### src/rtl/ff_reg_write_arbiter_if.sv
// Bus bundle between the producer side and the shared-register write arbiter.
// Groups request/data inputs and register/acknowledge outputs into one port.
//
// Handshake: a producer raises req[i] with data lane i and holds both stable
// until it sees ack[i]. ack[i] is a one-cycle pulse meaning lane i was written
// into q at the edge that raised ack. The producer may drop req[i] in the ack
// cycle. A req still high in that cycle is simply re-arbitrated.
interface ff_reg_write_arbiter_if #(
    parameter int N    = 4,
    parameter int W    = 8,
    parameter int SELW = $clog2(N)
);
    logic [N-1:0]   req;
    logic [N*W-1:0] data;
    logic [W-1:0]   q;
    logic [N-1:0]   ack;
    logic           upd;
    logic [SELW-1:0] src;
    logic [7:0]     wr_cnt;

    // Producer side: drives requests and data, observes the register.
    modport master (
        output req,
        output data,
        input  q,
        input  ack,
        input  upd,
        input  src,
        input  wr_cnt
    );

    // Arbiter side: consumes requests and data, owns the register.
    modport slave (
        input  req,
        input  data,
        output q,
        output ack,
        output upd,
        output src,
        output wr_cnt
    );
endinterface

### src/rtl/ff_reg_write_arbiter.sv
// Round-robin write arbiter for one shared W-bit register.
// Each rising edge writes at most one requester's data lane into q. The
// winner is acked for one cycle and its index is kept in src.
// Optional feature: define FF_ARB_RELOAD_EN to add a 'reload' input that
// restores q to INIT at a clock edge, taking priority over requests.
module ff_reg_write_arbiter #(
    parameter int          N    = 4,
    parameter int          W    = 8,
    parameter logic [W-1:0] INIT = {W{1'b0}}
) (
    input  logic clk,
    input  logic rst_n,
`ifdef FF_ARB_RELOAD_EN
    input  logic reload,
`endif
    ff_reg_write_arbiter_if.slave bus
);
    localparam int SELW = $clog2(N);
    localparam logic [N-1:0] ONE_N = {{(N-1){1'b0}}, 1'b1};

    // Register state.
    logic [W-1:0]    q_r;
    logic [N-1:0]    ack_r;
    logic            upd_r;
    logic [SELW-1:0] src_r;
    logic [7:0]      wr_cnt_r;
    // Index of the last winner. The search starts just after it.
    logic [SELW-1:0] last;

    // Arbitration result for the current cycle.
    logic            grant_valid;
    logic [SELW-1:0] grant_idx;
    logic [W-1:0]    grant_data;

    // Round-robin search: last+1, last+2, ... wrapping, ending at last.
    // The first asserted request wins.
    always_comb begin
        grant_valid = 1'b0;
        grant_idx   = last;
        for (int k = 1; k <= N; k++) begin
            if (!grant_valid && bus.req[(int'(last) + k) % N]) begin
                grant_valid = 1'b1;
                grant_idx   = SELW'((int'(last) + k) % N);
            end
        end
    end

    // Only the winning lane reaches q. Other lanes, even X, are not selected.
    assign grant_data = bus.data[int'(grant_idx) * W +: W];

    // Register update, acknowledge pulse, pointer and saturating write count.
    always_ff @(posedge clk or negedge rst_n) begin
        if (!rst_n) begin
            q_r      <= INIT;
            ack_r    <= '0;
            upd_r    <= 1'b0;
            src_r    <= '0;
            wr_cnt_r <= 8'd0;
            last     <= SELW'(N - 1);
        end
`ifdef FF_ARB_RELOAD_EN
        else if (reload) begin
            // Reload wins over requests. Blocked requesters retry next cycle.
            q_r   <= INIT;
            ack_r <= '0;
            upd_r <= 1'b1;
        end
`endif
        else if (grant_valid) begin
            q_r   <= grant_data;
            ack_r <= ONE_N << grant_idx;
            upd_r <= 1'b1;
            src_r <= grant_idx;
            last  <= grant_idx;
            if (wr_cnt_r != 8'hFF) begin
                wr_cnt_r <= wr_cnt_r + 8'd1;
            end
        end else begin
            ack_r <= '0;
            upd_r <= 1'b0;
        end
    end

    assign bus.q      = q_r;
    assign bus.ack    = ack_r;
    assign bus.upd    = upd_r;
    assign bus.src    = src_r;
    assign bus.wr_cnt = wr_cnt_r;

endmodule
### src/flat_wrapper.sv
// flat-port wrapper written by rule: the top's interface ports become plain ports
module ff_reg_write_arbiter_flat 
#(
    parameter int          N    = 4,
    parameter int          W    = 8,
    parameter logic [W-1:0] INIT = {W{1'b0}}
)
  (clk, rst_n, bus_req, bus_data, bus_q, bus_ack, bus_upd, bus_src, bus_wr_cnt);
  ff_reg_write_arbiter_if #(.N(N), .W(W)) bus_i ();
  input  logic clk;
  input  logic rst_n;
  input wire logic [$bits(bus_i.req)-1:0] bus_req;
  input wire logic [$bits(bus_i.data)-1:0] bus_data;
  output wire logic [$bits(bus_i.q)-1:0] bus_q;
  output wire logic [$bits(bus_i.ack)-1:0] bus_ack;
  output wire logic [$bits(bus_i.upd)-1:0] bus_upd;
  output wire logic [$bits(bus_i.src)-1:0] bus_src;
  output wire logic [$bits(bus_i.wr_cnt)-1:0] bus_wr_cnt;
  assign bus_i.req = bus_req;
  assign bus_i.data = bus_data;
  assign bus_q = bus_i.q;
  assign bus_ack = bus_i.ack;
  assign bus_upd = bus_i.upd;
  assign bus_src = bus_i.src;
  assign bus_wr_cnt = bus_i.wr_cnt;
  ff_reg_write_arbiter #(.N(N), .W(W), .INIT(INIT)) u_core (.clk(clk), .rst_n(rst_n), .bus(bus_i));
endmodule
### config.mk
export PLATFORM = sky130hd
export DESIGN_NAME = ff_reg_write_arbiter_flat
export DESIGN_NICKNAME = d
export VERILOG_FILES = /design/src/rtl/ff_reg_write_arbiter_if.sv /design/src/rtl/ff_reg_write_arbiter.sv /design/src/flat_wrapper.sv
export SDC_FILE = /design/constraint.sdc
export NUM_CORES = 1
export LEC_CHECK = 0
export BUFFER_PORTS_ARGS = -buffer_cell sky130_fd_sc_hd__buf_2
export CAP_MARGIN = 5
export CORE_UTILIZATION = 48
export DETAILED_ROUTE_END_ITERATION = 6
export PLACE_DENSITY = 0.83
export SLEW_MARGIN = 10
export SYNTH_ARGS = -nofsm -noshare
export SYNTH_HDL_FRONTEND = slang
export SYNTH_SLANG_ARGS = --single-unit
### constraint.sdc
create_clock -name clk -period 3.6 [get_ports clk]
set_input_delay 0.72 -clock clk [delete_from_list [all_inputs] [get_ports clk]]
set_output_delay 0.72 -clock clk [all_outputs]
set_load 0.005 [all_outputs]
# Yosys cells after proc, flatten, opt, wreduce, memory -nomap -nowiden
# Cells that the tools add are included.
# word_totals
reg_bits	25
input_bits	38
word_cells	55
# op_classes
n_addsub	5
order_cmp	4
n_eq_ne	1
shift	2
n_mux	22
bitwise_logic	4
reduce_logical	11
# ops
cell	count
32-bit by 6-bit indexed part select with 8-bit output	1
3-bit by 4-bit less-than comparator with 1-bit output, second input constant	4
1-bit two-way mux	13
8-bit by 1-bit adder with 8-bit output, second input constant	1
1-bit binary-select mux with 2-bit select	4
2-bit two-way mux	4
8-bit != test, second input constant	1
2-bit OR reduction	4
2-bit by 1-bit adder with 2-bit output, second input constant	2
2-bit adder, second input constant	2
1-bit bitwise AND, first input constant	4
4-bit two-way mux	1
1-bit by 2-bit << shifter with 4-bit output, first input constant	1
1-bit logical AND	3
1-bit zero test	3
2-bit AND reduction	1

# Logic depth before layout (Yosys ltp)
# depth
depth_word	18
mapped_depth	7
depth_no_buf	6

# Least setup slack after synthesis
# No wires, ideal clock.
# synth_timing
path_type	input to register
from	in bus_req[3]
to	reg u_core.wr_cnt_r[6] (netlist: u_core.bus.wr_cnt[6])
setup_ps	125
t_arrival_ps	1816
t_required_ps	3475
slack_ps	1659
path_stages	5
cell_sequence	buf_2 > nor4_4 > inv_2 > nand4_1 > mux2_2
# synth_between
elab_chain_len	14
elab_cells_between_ends	23
# synth_lines
element	line	source
start, declared	flat_wrapper.sv:12	input wire logic [$bits(bus_i.req)-1:0] bus_req;
1-bit binary-select mux with 2-bit select	ff_reg_write_arbiter.sv:41	if (!grant_valid && bus.req[(int'(last) + k) % N]) begin
1-bit two-way mux (implied by the code) (2 in series)	ff_reg_write_arbiter.sv:41	
1-bit two-way mux	ff_reg_write_arbiter.sv:41	
1-bit zero test	ff_reg_write_arbiter.sv:41	
1-bit logical AND	ff_reg_write_arbiter.sv:41	
1-bit two-way mux	ff_reg_write_arbiter.sv:41	
1-bit zero test	ff_reg_write_arbiter.sv:41	
1-bit logical AND	ff_reg_write_arbiter.sv:41	
1-bit two-way mux	ff_reg_write_arbiter.sv:41	
1-bit zero test	ff_reg_write_arbiter.sv:41	
1-bit logical AND	ff_reg_write_arbiter.sv:41	
1-bit two-way mux (*)	ff_reg_write_arbiter.sv:41	
via u_core.grant_valid	ff_reg_write_arbiter.sv:31	logic grant_valid;
2-bit AND reduction (no line) (*)	--	
end signal, assigned	ff_reg_write_arbiter.sv:76	wr_cnt_r <= wr_cnt_r + 8'd1;
end, declared	ff_reg_write_arbiter.sv:26	logic [7:0] wr_cnt_r;
# The timed path passes the listed nets; every way through them passes the cells marked *. The select of a mux whose other input is x is not followed.
# A chain may end at the register's enable or synchronous reset.

# Worst setup path in the final report
# layout_timing
from	reg u_core.last[1]
to	reg u_core.q_r[1] (netlist: u_core.bus.q[1])
# layout_between
elab_chain_len	15
elab_cells_between_ends	31
# layout_lines
element	line	source
start, declared	ff_reg_write_arbiter.sv:28	logic [SELW-1:0] last;
start signal, assigned	ff_reg_write_arbiter.sv:59	last <= SELW'(N - 1);
start signal, assigned	ff_reg_write_arbiter.sv:74	last <= grant_idx;
2-bit by 1-bit adder with 2-bit output	ff_reg_write_arbiter.sv:41, ff_reg_write_arbiter.sv:43	
1-bit binary-select mux with 2-bit select	ff_reg_write_arbiter.sv:41	
1-bit two-way mux (implied by the code) (2 in series)	ff_reg_write_arbiter.sv:41	
1-bit two-way mux	ff_reg_write_arbiter.sv:41	
1-bit zero test	ff_reg_write_arbiter.sv:41	
1-bit logical AND	ff_reg_write_arbiter.sv:41	
1-bit two-way mux	ff_reg_write_arbiter.sv:41	
1-bit zero test	ff_reg_write_arbiter.sv:41	
1-bit logical AND	ff_reg_write_arbiter.sv:41	
1-bit two-way mux	ff_reg_write_arbiter.sv:41	
1-bit zero test	ff_reg_write_arbiter.sv:41	
1-bit logical AND	ff_reg_write_arbiter.sv:41	
2-bit two-way mux	ff_reg_write_arbiter.sv:41	
32-bit by 6-bit indexed part select with 8-bit output	ff_reg_write_arbiter.sv:49	assign grant_data = bus.data[int'(grant_idx) * W +: W];
end signal, assigned	ff_reg_write_arbiter.sv:70	q_r <= grant_data;
end, declared	ff_reg_write_arbiter.sv:22	logic [W-1:0] q_r;
# Several ways; a longest one is shown, not always the timed one. The select of a mux whose other input is x is not followed.

==> run metrics <==
outcome=completed; total track usage=0.216; leakage power=0.000801 µW; Core Area=2450 µm²; P&R area growth vs syn=28.1%; Mapped Area=1240 µm²; # IOs=61; Clock transition at path regs=0.13 ns; Layout Nets=210; commonest register cell after synthesis=dfrtp_1; CTS Buf Count=3; pin count of the biggest net entering global routing=26; first-pass GRT wire length=4.32 mm; Yosys cell types=32; starting density of the core=0.506; post-route ant nets=0; clock sink count=25; Final Wtd Congestion=0.738; Power Density=763 nW/µm²; # rows=18; Die Y=52.9 µm; Post-synth ARST share=1.00; Via Count=1142; remaining global-route overflow=0; Hold WS=0.370 ns; post_cts resized=0; drt wl/cell=15.4 µm; RSZ-0062 raised after global routing=no; critical-path maximum fanout=17; CTS max path bufs=2; ant diodes=0; post-layout min period=2.29 ns; endpoints failing setup=0; 1st-iter DRT viols=23; CP endpoint kind=register; total power=1210 µW; Crit path max-delay family=compound AO/OA/AOI/OAI gates; placed insts=196; DR vias/cell=5.71; Die Span X=52.9 µm; Post-CTS Repair Setup Buffers=0; crit path DAT=2.46 ns; Syn Nets=149; max_cap viols=0; buffers plus inverters on the worst setup path=0; CP required=3.77 ns; Post-Syn Area per Cell=11.3 µm²; Setup crit start kind=register; Mapped Cells=110; layout cell share with drive strength beyond 1=0.424; fmax=0.436 GHz; Skew-Pair Late Insertion Delay=0.31 ns; placed cell area=1570 µm²; worst hold path type=input pin to asynchronous set/reset pin; Final HPWL DP=2.29 mm; 1st-pass router iterations=4; CTS tree=built; fin area=1590 µm²; Hold Fails Final Rpt=0; fillers=208; CTS root buffer=clkbuf_4; slowest stage delay, CP=0.84 ns; die area=2800 µm²; Seq/Total Area, Yosys=0.506; DR DRC count=0; synth warn=0; non-filler cells, final=200; Total Wirelength=3.07 mm; worst vdd ir=0.482 mV; relative max-transition margin=0.281; Pins Over Slew Limit=0; H-tree depth=1; final worst-path cycle share=0.637; number of synthesized flops with an enable pin=0; cts hold-fix bufs=0; Setup TNS=0 ns; Synth Register Bits=25; Critical Path, Cell by Cell=nand2b_1 -> a21oi_1 -> a211oi_4 -> mux2i_1 -> o221ai_1; Final Skew=0.00391 ns; initial antenna violation count=0; PortBufs=60; Slowest-stage cell, CP=a211oi_4; CP Class=register to register; worst-margin pin slew=1.08 ns; vias in the first global route=1005
==> per-layer routing <==
layer / vias up / track usage / wire (µm)
met1: 570 / 0.270 / 1250
met5: - / 0 / 0
met4: 0 / 0.0570 / 17
li1: 522 / - / -
met2: 42 / 0.382 / 1650
met3: 8 / 0.0345 / 156
==> synth_stat cells (2+ instances only) <==
master | count | area share
a21oi_1 | 3 | 0.012
and3_1 | 2 | 0.010
buf_2 | 2 | 0.0081
buf_4 | 2 | 0.012
dfrtp_1 | 23 | 0.46
dfstp_2 | 2 | 0.042
inv_1 | 3 | 0.0091
mux2_2 | 2 | 0.018
mux2i_1 | 16 | 0.13
nand2_1 | 11 | 0.033
nand2b_1 | 3 | 0.015
nand3_1 | 2 | 0.0081
nand4_1 | 3 | 0.015
nor2_1 | 6 | 0.018
o21ai_1 | 2 | 0.0081
o221ai_1 | 8 | 0.056
xnor2_1 | 4 | 0.028
xor2_1 | 2 | 0.014
==> kinds of logic after synthesis <==
kind of cell	after synthesis	share of synthesized area
buffers and inverters	9	0.0362
and+or+nand+nor	29	0.123
adders and majority gates	1	0.0101
AOI/OAI and AO/OA	22	0.136
muxes	18	0.147
xor gates and xnor gates	6	0.0423
DFF	25	0.506
==> worst reg2reg max path, cell delays in order, from the launching register on <==
cell	delay, ns
dfstp_2	0.62
nand2b_1	0.16
a21oi_1	0.11
a211oi_4	0.84
mux2i_1	0.30
o221ai_1	0.13
==> per-stage QoR <==
stage,utilization,setup WS [ns]
6_report,0.648,1.31
5_1_grt,0.648,1.20
4_1_cts,0.648,1.33
3_5_place_dp,0.638,1.04
3_3_place_gp,0.638,1.14
2_1_floorplan,-,1.66
==> final cells by class <==
cell class / instances / area, µm² / share of cell area
tap: 30 / 37.5 / 0.0236
inverter: 4 / 15.0 / 0.00943
timing repair buffer: 61 / 308 / 0.193
multi-input combinational: 76 / 577 / 0.362
clock buffer: 4 / 26.3 / 0.0165
sequential: 25 / 628 / 0.395
==> sequential cells by signal, indices dropped and copies added (netlist names) <==
| name | flops |
|---|---|
| u_core.bus.wr_cnt | 8 |
| u_core.bus.ack | 4 |
| u_core.bus.src | 2 |
| u_core.bus.q | 8 |
| u_core.last | 2 |
| u_core.bus.upd | 1 |
==> report_power, final <==
group          switching (µW)  internal (µW)  total (µW)  leakage [µW]
Clock                    78.2           43.3         121     0.0000150
Sequential                102            422         525      0.000300
Combinational             284            284         568      0.000486
==> worst paths after layout <==
path | start | end | slack, ns | depth (start not counted)
setup / recovery | u_core.last[1]$_DFFE_PN1P_ | u_core.bus.q[1]$_DFFE_PN0P_ | 1.31 | 5
hold / removal | rst_n | u_core.bus.q[4]$_DFFE_PN0P_ | 0.37 | 1
setup reg to reg | u_core.last[1]$_DFFE_PN1P_ | u_core.bus.q[1]$_DFFE_PN0P_ | 1.31 | 5
hold reg to reg | u_core.bus.wr_cnt[5]$_DFFE_PN0P_ | u_core.bus.wr_cnt[5]$_DFFE_PN0P_ | 0.50 | 1
max in group asynchronous | rst_n | u_core.last[0]$_DFFE_PN1P_ | 2.85 | 1
min in group clk | u_core.bus.wr_cnt[5]$_DFFE_PN0P_ | u_core.bus.wr_cnt[5]$_DFFE_PN0P_ | 0.50 | 1
==> cell usage in the layout, fill, tap and decap left out, types with 2 or more instances in the layout <==
| master | synthesis | final |
|---|---|---|
| a21oi_1 | 3 | 3 |
| and3_1 | 2 | 2 |
| buf_2 | 2 | 60 |
| clkbuf_4 | 0 | 3 |
| dfrtp_1 | 23 | 23 |
| dfstp_2 | 2 | 2 |
| inv_1 | 3 | 3 |
| mux2_2 | 2 | 2 |
| mux2i_1 | 16 | 16 |
| nand2_1 | 11 | 11 |
| nand2b_1 | 3 | 3 |
| nand3_1 | 2 | 2 |
| nand4_1 | 3 | 3 |
| nor2_1 | 6 | 6 |
| o21ai_1 | 2 | 2 |
| o221ai_1 | 8 | 8 |
| xnor2_1 | 4 | 4 |
| xor2_1 | 2 | 2 |
(Power assumes the default switching activity.)
